--- src/rtl/seg7_scan_ctrl.sv ---
// seg7_scan_ctrl: time-multiplexed N-digit 7-segment scan controller with frame-synchronous double-buffered digits
module seg7_scan_ctrl #(
  parameter int NUM_DIGITS   = 4,
  parameter int REFRESH_DIV  = 1000,
  parameter int BLANK_CYCLES = 2
) (
  input  logic                          clk,
  input  logic                          rst,
  input  logic                          en,
  input  logic                          lzb,
  input  logic                          wr_en,
  input  logic [$clog2(NUM_DIGITS)-1:0] wr_addr,
  input  logic [3:0]                    wr_data,
  input  logic                          commit_req,
  output logic                          commit_done,
  output logic                          frame_tick,
  output logic [3:0]                    bcd_out,
  output logic [NUM_DIGITS-1:0]         digit_en
);
  localparam int AW     = $clog2(NUM_DIGITS);
  localparam int CW     = $clog2(REFRESH_DIV + 1);
  localparam int ON_CYC = REFRESH_DIV - BLANK_CYCLES;
  typedef enum logic [1:0] {S_OFF, S_SCAN, S_GUARD} state_t;
  state_t                       r_state, w_state;
  logic [AW-1:0]                r_idx, w_idx;
  logic [CW-1:0]                r_cnt, w_cnt;
  logic [NUM_DIGITS-1:0][3:0]   r_active, r_shadow, w_active;
  logic [NUM_DIGITS-1:0]        r_digit_en, w_blank;
  logic [3:0]                   r_bcd, w_bcd;
  logic                         r_pending, r_commit_done, r_frame_tick;
  logic                         w_frame_end, w_apply, w_run;
  // next scan position: ON slot, then guard gap, wrapping to digit 0 at frame end
  always_comb begin
    w_state     = r_state;
    w_idx       = r_idx;
    w_cnt       = r_cnt + 1'b1;
    w_frame_end = 1'b0;
    if (!en) begin
      w_state = S_OFF;
      w_idx   = '0;
      w_cnt   = '0;
    end else begin
      case (r_state)
        S_OFF: begin
          w_state = S_SCAN;
          w_idx   = '0;
          w_cnt   = '0;
        end
        S_SCAN: if (r_cnt == CW'(ON_CYC - 1)) begin
          w_state = S_GUARD;
          w_cnt   = '0;
        end
        S_GUARD: if (r_cnt == CW'(BLANK_CYCLES - 1)) begin
          w_state     = S_SCAN;
          w_cnt       = '0;
          w_frame_end = r_idx == AW'(NUM_DIGITS - 1);
          w_idx       = w_frame_end ? '0 : r_idx + 1'b1;
        end
        default: begin
          w_state = S_OFF;
          w_idx   = '0;
          w_cnt   = '0;
        end
      endcase
    end
  end
  // commit decision, leading-zero mask and the value the next slot will show
  always_comb begin
    w_apply  = r_pending && (w_frame_end || r_state == S_OFF);
    w_active = w_apply ? r_shadow : r_active;
    w_run    = 1'b1;
    w_blank  = '0;
    for (int i = NUM_DIGITS - 1; i >= 0; i--) begin
      w_run      = w_run && (w_active[i] == 4'd0);
      w_blank[i] = lzb && (i != 0) && w_run;
    end
    w_bcd = (w_state != S_SCAN || w_blank[w_idx]) ? 4'hF : w_active[w_idx];
  end
  // scan state, active digits and registered outputs
  always_ff @(posedge clk) begin
    if (rst) begin
      r_state       <= S_OFF;
      r_idx         <= '0;
      r_cnt         <= '0;
      r_active      <= '1;
      r_pending     <= 1'b0;
      r_digit_en    <= '0;
      r_bcd         <= 4'hF;
      r_commit_done <= 1'b0;
      r_frame_tick  <= 1'b0;
    end else begin
      r_state       <= w_state;
      r_idx         <= w_idx;
      r_cnt         <= w_cnt;
      r_active      <= w_active;
      r_pending     <= !w_apply && (r_pending || commit_req);
      r_digit_en    <= (w_state == S_SCAN) ? NUM_DIGITS'(1) << w_idx : '0;
      r_bcd         <= w_bcd;
      r_commit_done <= w_apply;
      r_frame_tick  <= w_frame_end;
    end
  end
  // shadow buffer writes; out-of-range addresses are dropped
  always_ff @(posedge clk) begin
    if (rst) r_shadow <= '1;
    else if (wr_en && 32'(wr_addr) < NUM_DIGITS) r_shadow[wr_addr] <= wr_data;
  end
  assign commit_done = r_commit_done;
  assign frame_tick  = r_frame_tick;
  assign bcd_out     = r_bcd;
  assign digit_en    = r_digit_en;
endmodule
--- config.mk ---
export PLATFORM = sky130hd
export DESIGN_NAME = seg7_scan_ctrl
export DESIGN_NICKNAME = d
export VERILOG_FILES = /design/src/rtl/seg7_scan_ctrl.sv
export SDC_FILE = /design/constraint.sdc
export NUM_CORES = 1
export LEC_CHECK = 0
export ABC_AREA = 1
export CORE_ASPECT_RATIO = 1.5
export CORE_MARGIN = 2
export CORE_UTILIZATION = 44
export CTS_CLUSTER_SIZE = 30
export DETAILED_ROUTE_END_ITERATION = 10
export GPL_ROUTABILITY_DRIVEN = 0
export MAX_ROUTING_LAYER = met4
export PLACE_DENSITY = 0.66
export SLEW_MARGIN = 10
export SYNTH_ARGS = -nofsm -noshare
export SYNTH_HDL_FRONTEND = slang
export SYNTH_SLANG_ARGS = --single-unit
--- constraint.sdc ---
create_clock -name clk -period 1.9 [get_ports clk]
set_clock_uncertainty 0.05 [all_clocks]
set_input_delay 0.285 -clock clk [delete_from_list [all_inputs] [get_ports clk]]
set_output_delay 0.285 -clock clk [all_outputs]
set_load 0.05 [all_outputs]
==> metrics.txt, run 1 <==
total gr overflow=0; critical path peak fanout=5; worst-skew pair later-pin latency=340 ps; CTS Sinks=57; crit path launch type=register; Netlist cell types=27; row count=34; maximum vdd drop=0.377 mV; pwr dens=786 nW/µm²; CTS root buf=clkbuf_8; final critical-path share of the clock period=95.2%; syn_nets=385; Post-Route WL=5.96 mm; die area=6490 µm²; Area Overhead vs Synth=37.1%; crit end category=register; status=finished, final reports clean; vias in the first global route=2297; io pins=22; Synth Instances=366; register area share after synthesis=44.4%; Initial Util=44.8%; # nets final=between 400 and 500; top cell type's share of synthesized area=44.4%; Inserted Clock Buffers=9; Max transition margin=66.4%; CTS tree=yes; H-tree levels=3; final count of pins violating max slew=0; fraction of layout cells with a size suffix above 1=about a quarter; Leakage=roughly 1.7 nW; die height=about 98 µm; CORE AREA=roughly 5700 µm²; Inserted Diodes=0; Worst EP required=2080 ps; Overall Power=2.77 mW; crit path time final=between 1500 and 2000 ps; Post-synth EDFFs=0; vias per cell=4.82; first-pass GRT wire length=9.72 mm; commonest cells in the netlist=nand2_1, dfxtp_1, nand3_1, inv_1, nor2_1; Fmax achieved=553 MHz; RSZ-0062 raised after global routing=true; via count=2447; largest net degree at the start of global routing=30; Fin. Hold Viols=0; maxcap violations=0; antenna-violating nets left=0; final setup fails=0; Hold WS=413 ps; synth top area cells=dfxtp_1, nand2_1, nand3_1; hpwl dp=between 4 and 5 mm; type of the worst setup path=register to register; initial antenna violation count=0; WL/cell=11.7 µm; Tot GR Track Use=20.1%; DRT iter0 DRCs=110; most frequent cell after synthesis=nand2_1; Die W=66.4 µm; Worst Hold Class=register to register; DRC errors left=0; buffers added on ports=21; Initial DRT Pass Iterations=4; Top FF cell, synth=dfxtp_1; Seq cells post-synth=57; Warnings, synthesis=0; Syn Std Cell Area=2570 µm²; Clock transition at path regs=60 ps; post-synth top area cell=dfxtp_1; CTS Hold Bufs=0; final core occ=61.4%; share of synthesized flip-flops with an asynchronous set or reset=0%; Clock Path Buffers=2; Tightest Pin Transition=503 ps; Critical Path AT=~2000 ps; Avg Cell Area, Syn=approximately 7 µm²
-- layout by cell type, fill, tap and decap left out, drive strengths merged --
cell and instances:
dfxtp 57, nor3 9, buf 41, nor2 34, and2 1, o21ai 14
a21oi 6, nor3b 3, clkdlybuf4s50 21, nand3 47, clkinv 3, and3 1
xor2 3, o211ai 1, nand4 2, nand3b 2, nand2 122, clkbuf 12
bufinv 1, ha 7, inv 49
-- sequential cells by signal, summed over array words and instances (netlist names) --
register,cells
r_cnt,10
r_shadow,16
bcd_out,4
commit_done,1
frame_tick,1
r_idx,2
r_state,2
r_pending,1
r_active,16
digit_en,4
-- kinds of logic after synthesis --
kind of cell | share of synthesized area [%]
xor+xnor | 1.02
fa+ha+maj | 3.40
compound gates | 4.48
simple gates | 38.0
flops | 44.4
buf+inv | 8.71
-- critical path, cell delays in order, from the launching register on --
cell,delay [ps]
dfxtp_1,340
nor2_2,110
nand2_2,80
nor2_4,160
nand3_4,90
nand2_4,90
nand2_4,80
buf_4,160
nand2_1,60
nand2_2,70
nand3_2,90
nor2_1,50
nand2_1,60
nand2_1,60
nand2_2,90
nand2_1,60
-- final timing paths --
check                                   end  slack, ps  depth (start not counted)         from
worst max register to register   bcd_out[3]         90                         15     r_cnt[7]
worst max-delay path             bcd_out[3]         90                         15     r_cnt[7]
worst min register to register  r_shadow[1]        410                          2  r_shadow[1]
worst min-delay path            r_shadow[1]        410                          2  r_shadow[1]
-- repair_timing --
action | 4_1_cts | 5_1_grt
pin swaps | 0 | 16
endpoints found under the setup margin | 6 | 7
resized for setup | 7 | 46
buffers inserted | 0 | 4
-- power breakdown --
group / switching (mW) / internal [mW]
sequential: 0.0285 / 1.24
clock: 0.456 / 0.665
combinational: 0.210 / 0.168
-- cell type report --
type                            instances  area [µm²]
Clock buffer                           12         155
Clock inverter                          3        40.0
Fill cell                             510        2220
Inverter                               50         189
Multi-Input combinational cell        252        1370
Sequential cell                        57        1150
Tap cell                               72        90.1
Timing Repair Buffer                   62         533
-- per-layer routing --
layer  global-route usage [%]  routed length, µm  share of wire (%)
met4                     9.89                121                2.0
met5                        -                  0                  0
met3                     5.10                161                2.7
met1                     21.9               2550                 43
met2                     33.2               3120                 52
-- per-stage QoR --
step | setup WS [ps] | area (µm²) | instances | TNS (ps)
floorplan | 9.29 | 2570 | 366 | 0
global placement | -186 | 3110 | 489 | -809
detailed placement | -206 | 3110 | 489 | -877
CTS | 19.1 | 3330 | 504 | 0
global route | -45.4 | 3530 | 508 | -129
finish | 90.9 | 3530 | 508 | 0
Note: power is estimated with default switching activity, not from simulation.
==> inputs of run 2 (changes only) <==
==> constraint.sdc (replaced) <==
create_clock -name clk -period 1.9 [get_ports clk]
set_clock_uncertainty 0.05 [all_clocks]
set_input_delay 0.19 -clock clk [delete_from_list [all_inputs] [get_ports clk]]
set_output_delay 0.19 -clock clk [all_outputs]
set_load 0.05 [all_outputs]
==> run 2 against run 1 <==
  * Sequential power barely moved
  * Global-route usage rose by 1.9 points
  * Non-clock buffer count fell by 3
  * Critical path depth rose by 2
  * Total power rose by 4.7%
  * Critical path type unchanged
  * Final area fell by 0.21%
  * Highest routed layer unchanged
  * Sequential cell count did not move
  * Count of clock-buffer cells in the layout fell by 1
  * Combinational power barely moved
==> metrics.txt, run 2 (synthesis gave the netlist of run 1 again) <==
die area=6490 µm² (unchanged); Inserted Clock Buffers=9 (unchanged); most frequent cells in the layout=nand2_1, dfxtp_1, nand3_1 (was nand2_1, dfxtp_1, inv_1, nand3_1, buf_4); crit end category=register (unchanged); Area Overhead vs Synth=36.8% (was 37.1%); vias per cell=4.83 (was 4.82); io pins=22 (unchanged); CTS root buf=clkbuf_8 (unchanged); final core occ=61.3% (was 61.4%); crit path launch type=register (unchanged); die height=97.6 µm (unchanged); Max transition margin=65.9% (was 66.4%); worst-skew pair later-pin latency=340 ps (about the same); Tot GR Track Use=22.0% (was 20.1%); WL/cell=12.2 µm (was 11.7 µm); Multi-input gate area=1320 µm² (was 1370 µm²); CTS tree=yes (unchanged); via count=2446 (was 2447); first-pass GRT wire length=10.6 mm (was 9.72 mm); maxcap violations=0 (unchanged); critical path peak fanout=4 (was 5); largest net degree at the start of global routing=23 (was 30); CP top delay family=simple AND/OR/NAND/NOR gates (unchanged); crit path cell chain=inv_2, ha_4, nand2_2, nor2_4, nand3_4, nand2_4, nand2_8, buf_6, nand2_2, nand2_1, nor2_1, nand2_1, nand2_1, nand2_1, nand2_1, nand2_2, nand2_1 (was nor2_2, nand2_2, nor2_4, nand3_4, nand2_4, nand2_4, buf_4, nand2_1, nand2_2, nand3_2, nor2_1, nand2_1, nand2_1, nand2_2, nand2_1); hpwl dp=4.57 mm (was 4.40 mm); Overall Power=2.90 mW (was 2.77 mW); sequential share of power=43.8% (was 45.9%); Clock transition at path regs=70 ps (was 60 ps); CTS Hold Bufs=0 (unchanged); crit path launch=r_cnt[1] (was r_cnt[7]); net switching power=0.711 mW (was 0.694 mW); DRT iter0 DRCs=103 (was 110); CTS Sinks=57 (unchanged); CP max stage delay=320 ps (was 340 ps); Die W=66.4 µm (unchanged); biggest regs=r_active x16, r_shadow x16, r_cnt x10 (unchanged); initial antenna violation count=0 (unchanged); type of the worst setup path=register to register (unchanged); status=finished, final reports clean (unchanged); Fmax achieved=532 MHz (was 553 MHz); pwr dens=825 nW/µm² (was 786 nW/µm²); vias in the first global route=2395 (was 2297); Critical R2R Launch=r_cnt[1] (was r_cnt[7]); commonest non-fill, non-tap cell in the layout=nand2_1 (unchanged); Worst R2R Path Depth=17 (was 15); FF/Latch Area=1150 µm² (unchanged); antenna-violating nets left=0 (unchanged); Comb pwr share=13.1% (was 13.6%); H-tree levels=3 (unchanged); Critical Path AT=2110 ps (was 1980 ps); Worst Hold Class=register to register (unchanged); Worst EP required=2130 ps (was 2080 ps); CORE AREA=5740 µm² (unchanged); maximum vdd drop=0.535 mV (was 0.377 mV); worst reg-to-reg setup slack=20 ps (was 90 ps); fraction of layout cells with a size suffix above 1=23.7% (was 25.7%); final critical-path share of the clock period=98.9% (was 95.2%); setup tns final=0 ps (unchanged); DRC errors left=0 (unchanged); Clock Path Buffers=2 (unchanged); switch share=24.5% (was 25.0%); RSZ-0062 raised after global routing=true (unchanged); final setup fails=0 (unchanged); Tightest Pin Transition=509 ps (was 503 ps); Fin. Hold Viols=0 (unchanged); Pint=2.19 mW (was 2.08 mW); final count of pins violating max slew=0 (unchanged); CP max stage cell=dfxtp_2 (was dfxtp_1); Initial DRT Pass Iterations=5 (was 4); Leakage=1.71 nW (about the same); buffers added on ports=21 (unchanged); Initial Util=44.8% (unchanged); Clock power frac=43.1% (was 40.4%); row count=34 (unchanged); Worst Hold End=r_shadow[6] (was r_shadow[1]); Post-Route WL=6.18 mm (was 5.96 mm); CP most frequent cell=nand2_1 (unchanged); Min-Delay Path Depth=2 (unchanged); HP Start=r_shadow[6] (was r_shadow[1]); Inserted Diodes=0 (unchanged); total gr overflow=0 (unchanged); # nets final=448 (was 451); crit path time final=1880 ps (was 1810 ps); fillers=521 (was 510); crit path buf inv count=2 (was 1); Worst R2R End=bcd_out[3] (unchanged)
run 2: per-layer routing:
layer	vias up	routed length [µm]	global-route usage, %
li1	1278	-	-
met1	1105	2530	23.4
met2	46	3210	37.0
met3	17	248	5.91
met4	0	192	10.2
met5	-	0	-
run 2: area by class of cell:
cell class,count,share of cell area (%)
Clock buffer,11,4.02
Sequential cell,57,32.7
Tap cell,72,2.56
Clock inverter,5,2.24
Multi-Input combinational cell,252,37.5
Inverter,50,5.41
Timing Repair Buffer,59,15.6
run 2: stage by stage:
step / hold slack (ps) / cells / instance area [µm²] / setup WS [ps]
after floorplan: 266 / 366 / 2570 / 9.29
after global placement: 386 / 486 / 3100 / -131
after detailed placement: 389 / 486 / 3100 / -193
after CTS: 409 / 505 / 3420 / 1.47
after global routing: 425 / 506 / 3520 / -129
final: 408 / 506 / 3520 / 20.8
run 2: worst max path at each step:
stage                      end  slack, ps  depth (start not counted)
finish              bcd_out[3]         20                         17
floorplan           bcd_out[0]          9                         13
global placement    bcd_out[3]       -130                         15
detailed placement  bcd_out[1]       -190                         13
global route        bcd_out[3]       -130                         16
CTS                 bcd_out[1]          1                         16
run 2: worst min-delay path, delay by kind of cell, from the launching register on:
kind | cells | cell delay (ps)
DFF | 1 | 320
and+or+nand+nor | 2 | 100
run 2: power groups by stage:
stage	clock network [mW]	logic [mW]	registers [mW]
after floorplan	0	0.171	1.32
after global placement	0	0.329	1.29
after global routing	1.34	0.424	1.28
after detailed placement	0	0.332	1.29
after CTS	1.27	0.364	1.27
final	1.25	0.381	1.27
run 2: timing repair:
action | in CTS | in global routing
cloned | 1 | 0
setup endpoints to repair | 6 | 6
pin swaps | 9 | 18
gates resized for setup | 16 | 26
setup buffers | 2 | 1
